File: src/rtl/min_trigger_gen.sv
// Threshold trigger: delays the ADC stream PRE_ACQUI_LEN+2 beats, opens a START_TRG window on a crossing.
// Latency PRE_ACQUI_LEN+2 cycles data-path; no backpressure: always ready, a trigger while FIFO_FULL is dropped and counted.
module min_trigger_gen #(
  parameter int THRESHOLD            = 10,
  parameter int PRE_ACQUI_LEN        = 12,
  parameter int POST_ACQUI_LEN       = 38,
  parameter int TIME_STAMP_WIDTH     = 16,
  parameter int ADC_RESOLUTION_WIDTH = 12,
  parameter int S_AXIS_TDATA_WIDTH   = 128
) (
  input  logic                          AXIS_ACLK,
  input  logic                          AXIS_ARESET,
  input  logic [S_AXIS_TDATA_WIDTH-1:0] S_AXIS_TDATA,
  input  logic                          S_AXIS_TVALID,
  output logic                          S_AXIS_TREADY,
  output logic [S_AXIS_TDATA_WIDTH-1:0] M_AXIS_TDATA,
  output logic                          M_AXIS_TVALID,
  output logic                          START_TRG,
  output logic [TIME_STAMP_WIDTH-1:0]   TIME_STAMP,
  input  logic                          FIFO_FULL,
  input  logic                          TRG_ENABLE,
  output logic [15:0]                   DROP_CNT
);

  localparam int LANES   = S_AXIS_TDATA_WIDTH / 16;
  localparam int DLY     = PRE_ACQUI_LEN + 2;
  localparam int WIN     = PRE_ACQUI_LEN + POST_ACQUI_LEN;
  localparam int THR_VAL = (THRESHOLD * (1 << (ADC_RESOLUTION_WIDTH - 1))) / 100;
  localparam int FW      = (DLY > 1) ? $clog2(DLY) : 1;
  localparam int WW      = $clog2(WIN + 1);
  localparam int ADW     = ADC_RESOLUTION_WIDTH;

  typedef enum logic [1:0] {FILL, HOLDOFF, ARMED, ACQ} state_t;

  state_t                        state_q;
  logic [FW-1:0]                 fill_cnt_q;
  logic [WW-1:0]                 win_cnt_q;
  logic                          trg_q;
  logic [TIME_STAMP_WIDTH-1:0]   ts_out_q;
  logic [15:0]                   drop_cnt_q;
  logic [TIME_STAMP_WIDTH-1:0]   ts_cnt_q;
  logic [TIME_STAMP_WIDTH-1:0]   ts_hit_q;
  logic                          hit_d;
  logic                          hit_q;
  logic                          tready_q;
  logic [S_AXIS_TDATA_WIDTH:0]   dly_q [DLY];

  // Sample sits in the top ADW bits of each 16-bit lane; signed strict compare.
  always_comb begin
    hit_d = 1'b0;
    for (int i = 0; i < LANES; i++) begin
      if (int'($signed(S_AXIS_TDATA[16*i+16-ADW +: ADW])) > THR_VAL) hit_d = 1'b1;
    end
    hit_d = hit_d & S_AXIS_TVALID;
  end

  always_ff @(posedge AXIS_ACLK or posedge AXIS_ARESET) begin
    if (AXIS_ARESET) begin
      for (int i = 0; i < DLY; i++) dly_q[i] <= '0;
      tready_q <= 1'b0;
      ts_cnt_q <= '0;
      ts_hit_q <= '0;
      hit_q    <= 1'b0;
    end else begin
      dly_q[0] <= {S_AXIS_TVALID, S_AXIS_TDATA};
      for (int i = 1; i < DLY; i++) dly_q[i] <= dly_q[i-1];
      tready_q <= 1'b1;
      ts_cnt_q <= ts_cnt_q + 1'b1;
      ts_hit_q <= ts_cnt_q;
      hit_q    <= hit_d;
    end
  end

  always_ff @(posedge AXIS_ACLK or posedge AXIS_ARESET) begin
    if (AXIS_ARESET) begin
      state_q    <= FILL;
      fill_cnt_q <= '0;
      win_cnt_q  <= '0;
      trg_q      <= 1'b0;
      ts_out_q   <= '0;
      drop_cnt_q <= '0;
    end else begin
      case (state_q)
        FILL: begin
          if (fill_cnt_q == FW'(DLY - 1)) state_q <= HOLDOFF;
          else                            fill_cnt_q <= fill_cnt_q + 1'b1;
        end
        // Re-arming needs a quiet cycle so a held level yields one window.
        HOLDOFF: begin
          if (!hit_q) state_q <= ARMED;
        end
        ARMED: begin
          if (hit_q && TRG_ENABLE) begin
            if (!FIFO_FULL) begin
              state_q   <= ACQ;
              trg_q     <= 1'b1;
              ts_out_q  <= ts_hit_q;
              win_cnt_q <= WW'(WIN);
            end else begin
              state_q <= HOLDOFF;
              if (drop_cnt_q != 16'hFFFF) drop_cnt_q <= drop_cnt_q + 1'b1;
            end
          end
        end
        ACQ: begin
          if (win_cnt_q == WW'(1)) begin
            state_q <= HOLDOFF;
            trg_q   <= 1'b0;
          end else begin
            win_cnt_q <= win_cnt_q - 1'b1;
          end
        end
        default: state_q <= FILL;
      endcase
    end
  end

  assign S_AXIS_TREADY = tready_q;
  assign M_AXIS_TVALID = dly_q[DLY-1][S_AXIS_TDATA_WIDTH];
  assign M_AXIS_TDATA  = dly_q[DLY-1][S_AXIS_TDATA_WIDTH-1:0];
  assign START_TRG     = trg_q;
  assign TIME_STAMP    = ts_out_q;
  assign DROP_CNT      = drop_cnt_q;

endmodule

File: config.mk
export PLATFORM = sky130hd
export DESIGN_NAME = min_trigger_gen
export DESIGN_NICKNAME = d
export VERILOG_FILES = /design/src/rtl/min_trigger_gen.sv
export SDC_FILE = /design/constraint.sdc
export NUM_CORES = 2
export LEC_CHECK = 0
export CORE_ASPECT_RATIO = 0.75
export CORE_MARGIN = 3
export CORE_UTILIZATION = 45
export DETAILED_ROUTE_END_ITERATION = 12
export PLACE_DENSITY = 0.68
export SYNTH_ARGS = -nofsm -noshare
export SYNTH_HDL_FRONTEND = slang
export SYNTH_SLANG_ARGS = --single-unit
export TNS_END_PERCENT = 20
File: constraint.sdc
create_clock -name AXIS_ACLK -period 72.2 [get_ports AXIS_ACLK]
set_input_delay 14.44 -clock AXIS_ACLK [delete_from_list [all_inputs] [get_ports AXIS_ACLK]]
set_output_delay 14.44 -clock AXIS_ACLK [all_outputs]
set_load 0.01 [all_outputs]
After elaboration in Yosys (flattened, before gate mapping)
Index checks and enable logic that the tools add are counted.
Storage, ports and cells
  output and inout bits: 163
  word-level logic and storage cells: 82
  flip-flop bits (word level): 1885
  bits of input ports: 133
Cells by class
  reduce and logical (&&, ||, !) cells: 9
  bitwise logic cells: 3
  $add $sub $neg: 4
  equality and inequality tests: 12
  order comparisons: 8
  mux-type cells: 22
Operator list (number)
  $gt 12x9->1 const B: 8
  $add 16x1->16 const B: 2
  $mux 6: 3
  $ne 16x16->1 const B: 1
  $reduce_and 4->1: 4
  $ne 2x2->1 const B: 6
  $pmux 6 s2: 1
  $mux 1: 11
  $mux 2: 5
  $pmux 2 s4: 1
  $eq 6x1->1 const B: 1
  $sub 6x1->6 const B: 1
  $add 4x1->4 const B: 1
  $eq 2x2->1 const B: 2
  $eq 4x4->1 const B: 1
  $reduce_and 3->1: 1
  $eq 2x1->1 const B: 1
  $logic_not 2->1: 1
  $not 1->1: 2
  $pmux 1 s2: 1
  $reduce_and 2->1: 1
  $reduce_bool 2->1: 1
  $and 1x1->1: 1
  $logic_and 1x1->1: 1

Longest topological paths before layout
  word-level depth: 10
  gate-level depth with buffers: 7
  mapped depth without buffers: 7

Worst setup path after synthesis
No wires, ideal clock.
  path type: in2reg
  from: in FIFO_FULL
  to: reg win_cnt_q[4]
  setup time: 0.131 ns
  data arrival time: 15.561 ns
  data required time: 72.069 ns
  path slack: 56.508 ns
  path buffers: 0
  stages: 5
  cell sequence: nand4b_1 -> a32oi_1 -> nand2_1 -> o31a_1 -> or3_1
Between the ends
  longest elaborated chain between the ends: 2
RTL lines
  start: declaration: RTL line 20  | input logic FIFO_FULL,
  $ne 2x2->1 (no line)
  $reduce_and 4->1 (no line)
  end signal: assignment: RTL line 98  | win_cnt_q <= WW'(WIN);
  end signal: assignment: RTL line 110  | win_cnt_q <= win_cnt_q - 1'b1;
  end: declaration: RTL line 37  | logic [WW-1:0] win_cnt_q;
No other way between the ends.
A chain may end at the register's enable or synchronous reset.

==> summary.txt <==
IO Count: 296
final wirelength: 75.9 mm
CP bufs+invs: 7
global placement routability congestion: 0.771
required time of the critical path: 72.93 ns
DR pass1 iterations: 4
Final nets: 2723
share of layout cells above drive strength 1: 11.7%
Cells after Synth: 2231
largest net degree at the start of global routing: 210
worst vdd ir: 0.0228 mV
Crit Path Class: in -> async
# rows: 104
GRT Residual Overflow: 0
static leakage: 26.8 nW
Detailed Route Iter0 Violations: 855
Worst Hold Class: reg -> reg
Longest Clk Path Bufs: 3
routed via count: 17900
hold buffers post-CTS: 0
DRT antenna net count: 0
relative slew slack: 22.7%
DRC Markers: 0
cts repair resizes: 0
Max Freq: 51.9 MHz
switching share of power: 21.0%
Psw: 0.441 mW
clock transition at the registers of the reported paths: 0.07 ns
vias in the first global route: 21000
Final Util: 54.7%
max-cap violation count: 0
synthesized area per cell: 22.3 um^2
Reg power frac: 54.0%
register bit total from synthesis: 1885
Top FF cell, synth: dfrtp_1
worst path cell trace: clkdlybuf4s50_1 > inv_8 > buf_4 > buf_12 > buf_4 > buf_4 > buf_4
CP most frequent cell: buf_4
Num CTS Buffers: 162
routed vias/inst: 4.32
dpl hpwl: 40.5 mm
CP endpoint kind: async pin
Final Hold Fails: 0
fin crit period: 19.27 ns
Slew @ Worst Pin: 1.16 ns
RSZ-0062 raised after global routing: no
wire length of the first global-routing pass: 122 mm
CTS tree: yes
Cells after DPL: 3847
Multi-input gate area: 0.00147 mm^2
CP Launch Type: input pin
power per cell area: 35.5 mW/mm^2
Fillers: 7827
Layout area overhead: 19.5%
initial antenna violation count: 4
Crit path max-delay family: buffers and inverters
TNS Setup: 0 ns
Int Pwr: 1.66 mW
crit path DAT: 20.00 ns
critical path's slowest cell: buf_4
Comb power frac: 2.9%
Final Max Tran Viols: 0
worst skew pair latency: 0.74 ns
FF+latch area: 0.0472 mm^2
Die Area: 0.114 mm^2
Overall Global Routing Usage: 14.0%
syn_nets: 2374
H-tree levels: 4
Initial Util: 45.8%
Mapped Area: 0.0496 mm^2
CP Max Fanout: 192
CTS root buf: clkbuf_16
clock share of power: 43.1%
slowest stage delay, CP: 0.95 ns
register area share after synthesis: 95.0%
Final Instance Count excl. Fillers: 4148
final worst-path cycle share: 26.7%
postcts setup bufs: 0
width of the die: 390 um
Synth async-reset ratio: 100%
clk sinks: 1885
core footprint: 0.108 mm^2
Yosys warning count: 0
Fin Clk Skew: 0.0288 ns
synth unique cells: 43
Post-synth EDFFs: 0
Die Ht: 294 um
IO Port Bufs: 295
status: finished, final reports clean
setup violators final: 0
wire per inst: 18.3 um
final cells by class:
class / instances / area share (%)
tap: 1431 / 3.02
inverter: 11 / 0.0822
timing repair buffer: 315 / 5.29
sequential: 1885 / 79.5
antenna: 2 / 0.00843
clock buffer: 222 / 7.79
clock inverter: 77 / 1.83
multi-input combinational: 205 / 2.48
cells in the mapped netlist, types with 2 or more instances:
library cell  number  share of area (%)
xnor2_1           20               0.35
nor2_1            17               0.13
nor3_2             2              0.040
nand4_2            2              0.050
o211ai_1           8               0.12
mux2i_1            2              0.040
nor2b_1            2              0.025
nor4_1             5              0.063
o22ai_1            4              0.050
nand4_1            2              0.025
buf_4            128                1.9
and2_1             5              0.063
dfrtp_1         1885                 95
inv_1             11              0.083
and4_1             6               0.11
mux2_2            17               0.39
o21ai_1            3              0.030
clkbuf_1           2              0.015
o21ai_0            4              0.040
nand2_1           28               0.21
xor2_1            15               0.26
ha_1              10               0.25
a32oi_1            2              0.035
nor3_1            10               0.10
a211oi_1           8               0.12
nand3_1           16               0.16
power by group through the flow:
stage / combinational (mW) / clock, mW / sequential, mW
floorplan: 0.0364 / 0 / 1.15
global placement: 0.0603 / 0 / 1.15
detailed placement: 0.0634 / 0 / 1.15
CTS: 0.0644 / 0.939 / 1.14
global route: 0.0700 / 0.983 / 1.14
finish: 0.0620 / 0.906 / 1.14
final timing paths:
check / slack [ns] / endpoint / start / cells past startpoint
max: 52.93 / dly_q[137]$_DFF_PP0_ / AXIS_ARESET / 7
min reg2reg: 0.32 / dly_q[1124]$_DFF_PP0_ / dly_q[1253]$_DFF_PP0_ / 0
min in group asynchronous: 14.26 / dly_q[129]$_DFF_PP0_ / AXIS_ARESET / 2
max reg2reg: 69.85 / win_cnt_q[4]$_DFFE_PP0P_ / state_q[0]$_DFFE_PP0P_ / 8
max in group AXIS_ACLK: 55.97 / DROP_CNT[2] / DROP_CNT[2]$_DFFE_PP0P_ / 1
min: 0.32 / dly_q[1124]$_DFF_PP0_ / dly_q[1253]$_DFF_PP0_ / 0
stage by stage:
stage / power (mW) / setup WS, ns / hold WS, ns / instance area (um^2)
6_report: 2.10 / 52.93 / 0.321 / 59300
5_1_grt: 2.19 / 51.99 / 0.324 / 59300
4_1_cts: 2.14 / 52.59 / 0.323 / 59300
3_5_place_dp: 1.22 / 51.82 / 0.335 / 53600
3_3_place_gp: 1.21 / 52.13 / 0.331 / 53600
2_1_floorplan: 1.19 / 4.53 / 0.331 / 49600
flip-flops by register name (all words and copies together) (netlist names):
signal and count:
state_q 2, DROP_CNT 16, M_AXIS_TDATA 128, win_cnt_q 6
dly_q 1677, hit_q 1, S_AXIS_TREADY 1, ts_hit_q 16
TIME_STAMP 16, ts_cnt_q 16, START_TRG 1, M_AXIS_TVALID 1
fill_cnt_q 4
cell families after synthesis:
kind of cell / synth area share, %
xor+xnor: 0.617
fa+ha+maj: 0.252
compound gates: 0.527
simple gates: 1.12
mux: 0.426
flops: 95.0
buf+inv: 2.03
other cells: 0.00755
worst reg2reg max path: cells and delay by family, from the launching register on:
| kind | cells | cell delay [ns] |
|---|---|---|
| flip-flops | 1 | 0.41 |
| buffers and inverters | 2 | 0.36 |
| adder cells (fa/ha/maj) | 1 | 0.28 |
| AND/OR/NAND/NOR | 3 | 0.63 |
| AO/OA/AOI/OAI | 2 | 0.56 |
routing by layer:
metal	routed length [um]	global-route usage (%)	share of wire, %
met5	39	0	0.051
met4	2480	5.98	3.3
met3	2890	3.29	3.8
met2	41400	24.8	55
met1	29100	16.4	38
cells in the final DEF (no fill, tap or decap), types with 2 or more instances in the layout:
master,n
o22ai_1,4
nand4_2,2
nand2_1,28
nor4_1,4
o21ai_0,4
clkinv_8,2
nor3_2,2
nor3_1,10
clkbuf_16,164
buf_4,17
clkdlybuf4s50_1,295
dfrtp_1,1885
buf_12,3
clkinv_4,3
a32oi_1,2
mux2_2,17
mux2i_1,2
and2_1,5
inv_16,3
xnor2_1,20
bufinv_16,20
a211oi_1,8
inv_1,10
and4_1,6
clkinv_2,32
nand4_1,2
inv_6,9
ha_1,10
nand3_1,16
nor2b_1,2
xor2_1,15
diode_2,2
o211ai_1,8
nor2_1,17
clkbuf_1,28
clkinv_16,3
clkinvlp_4,5
clkbuf_8,30
o21ai_1,3
Power figures use the tool's default switching activity.
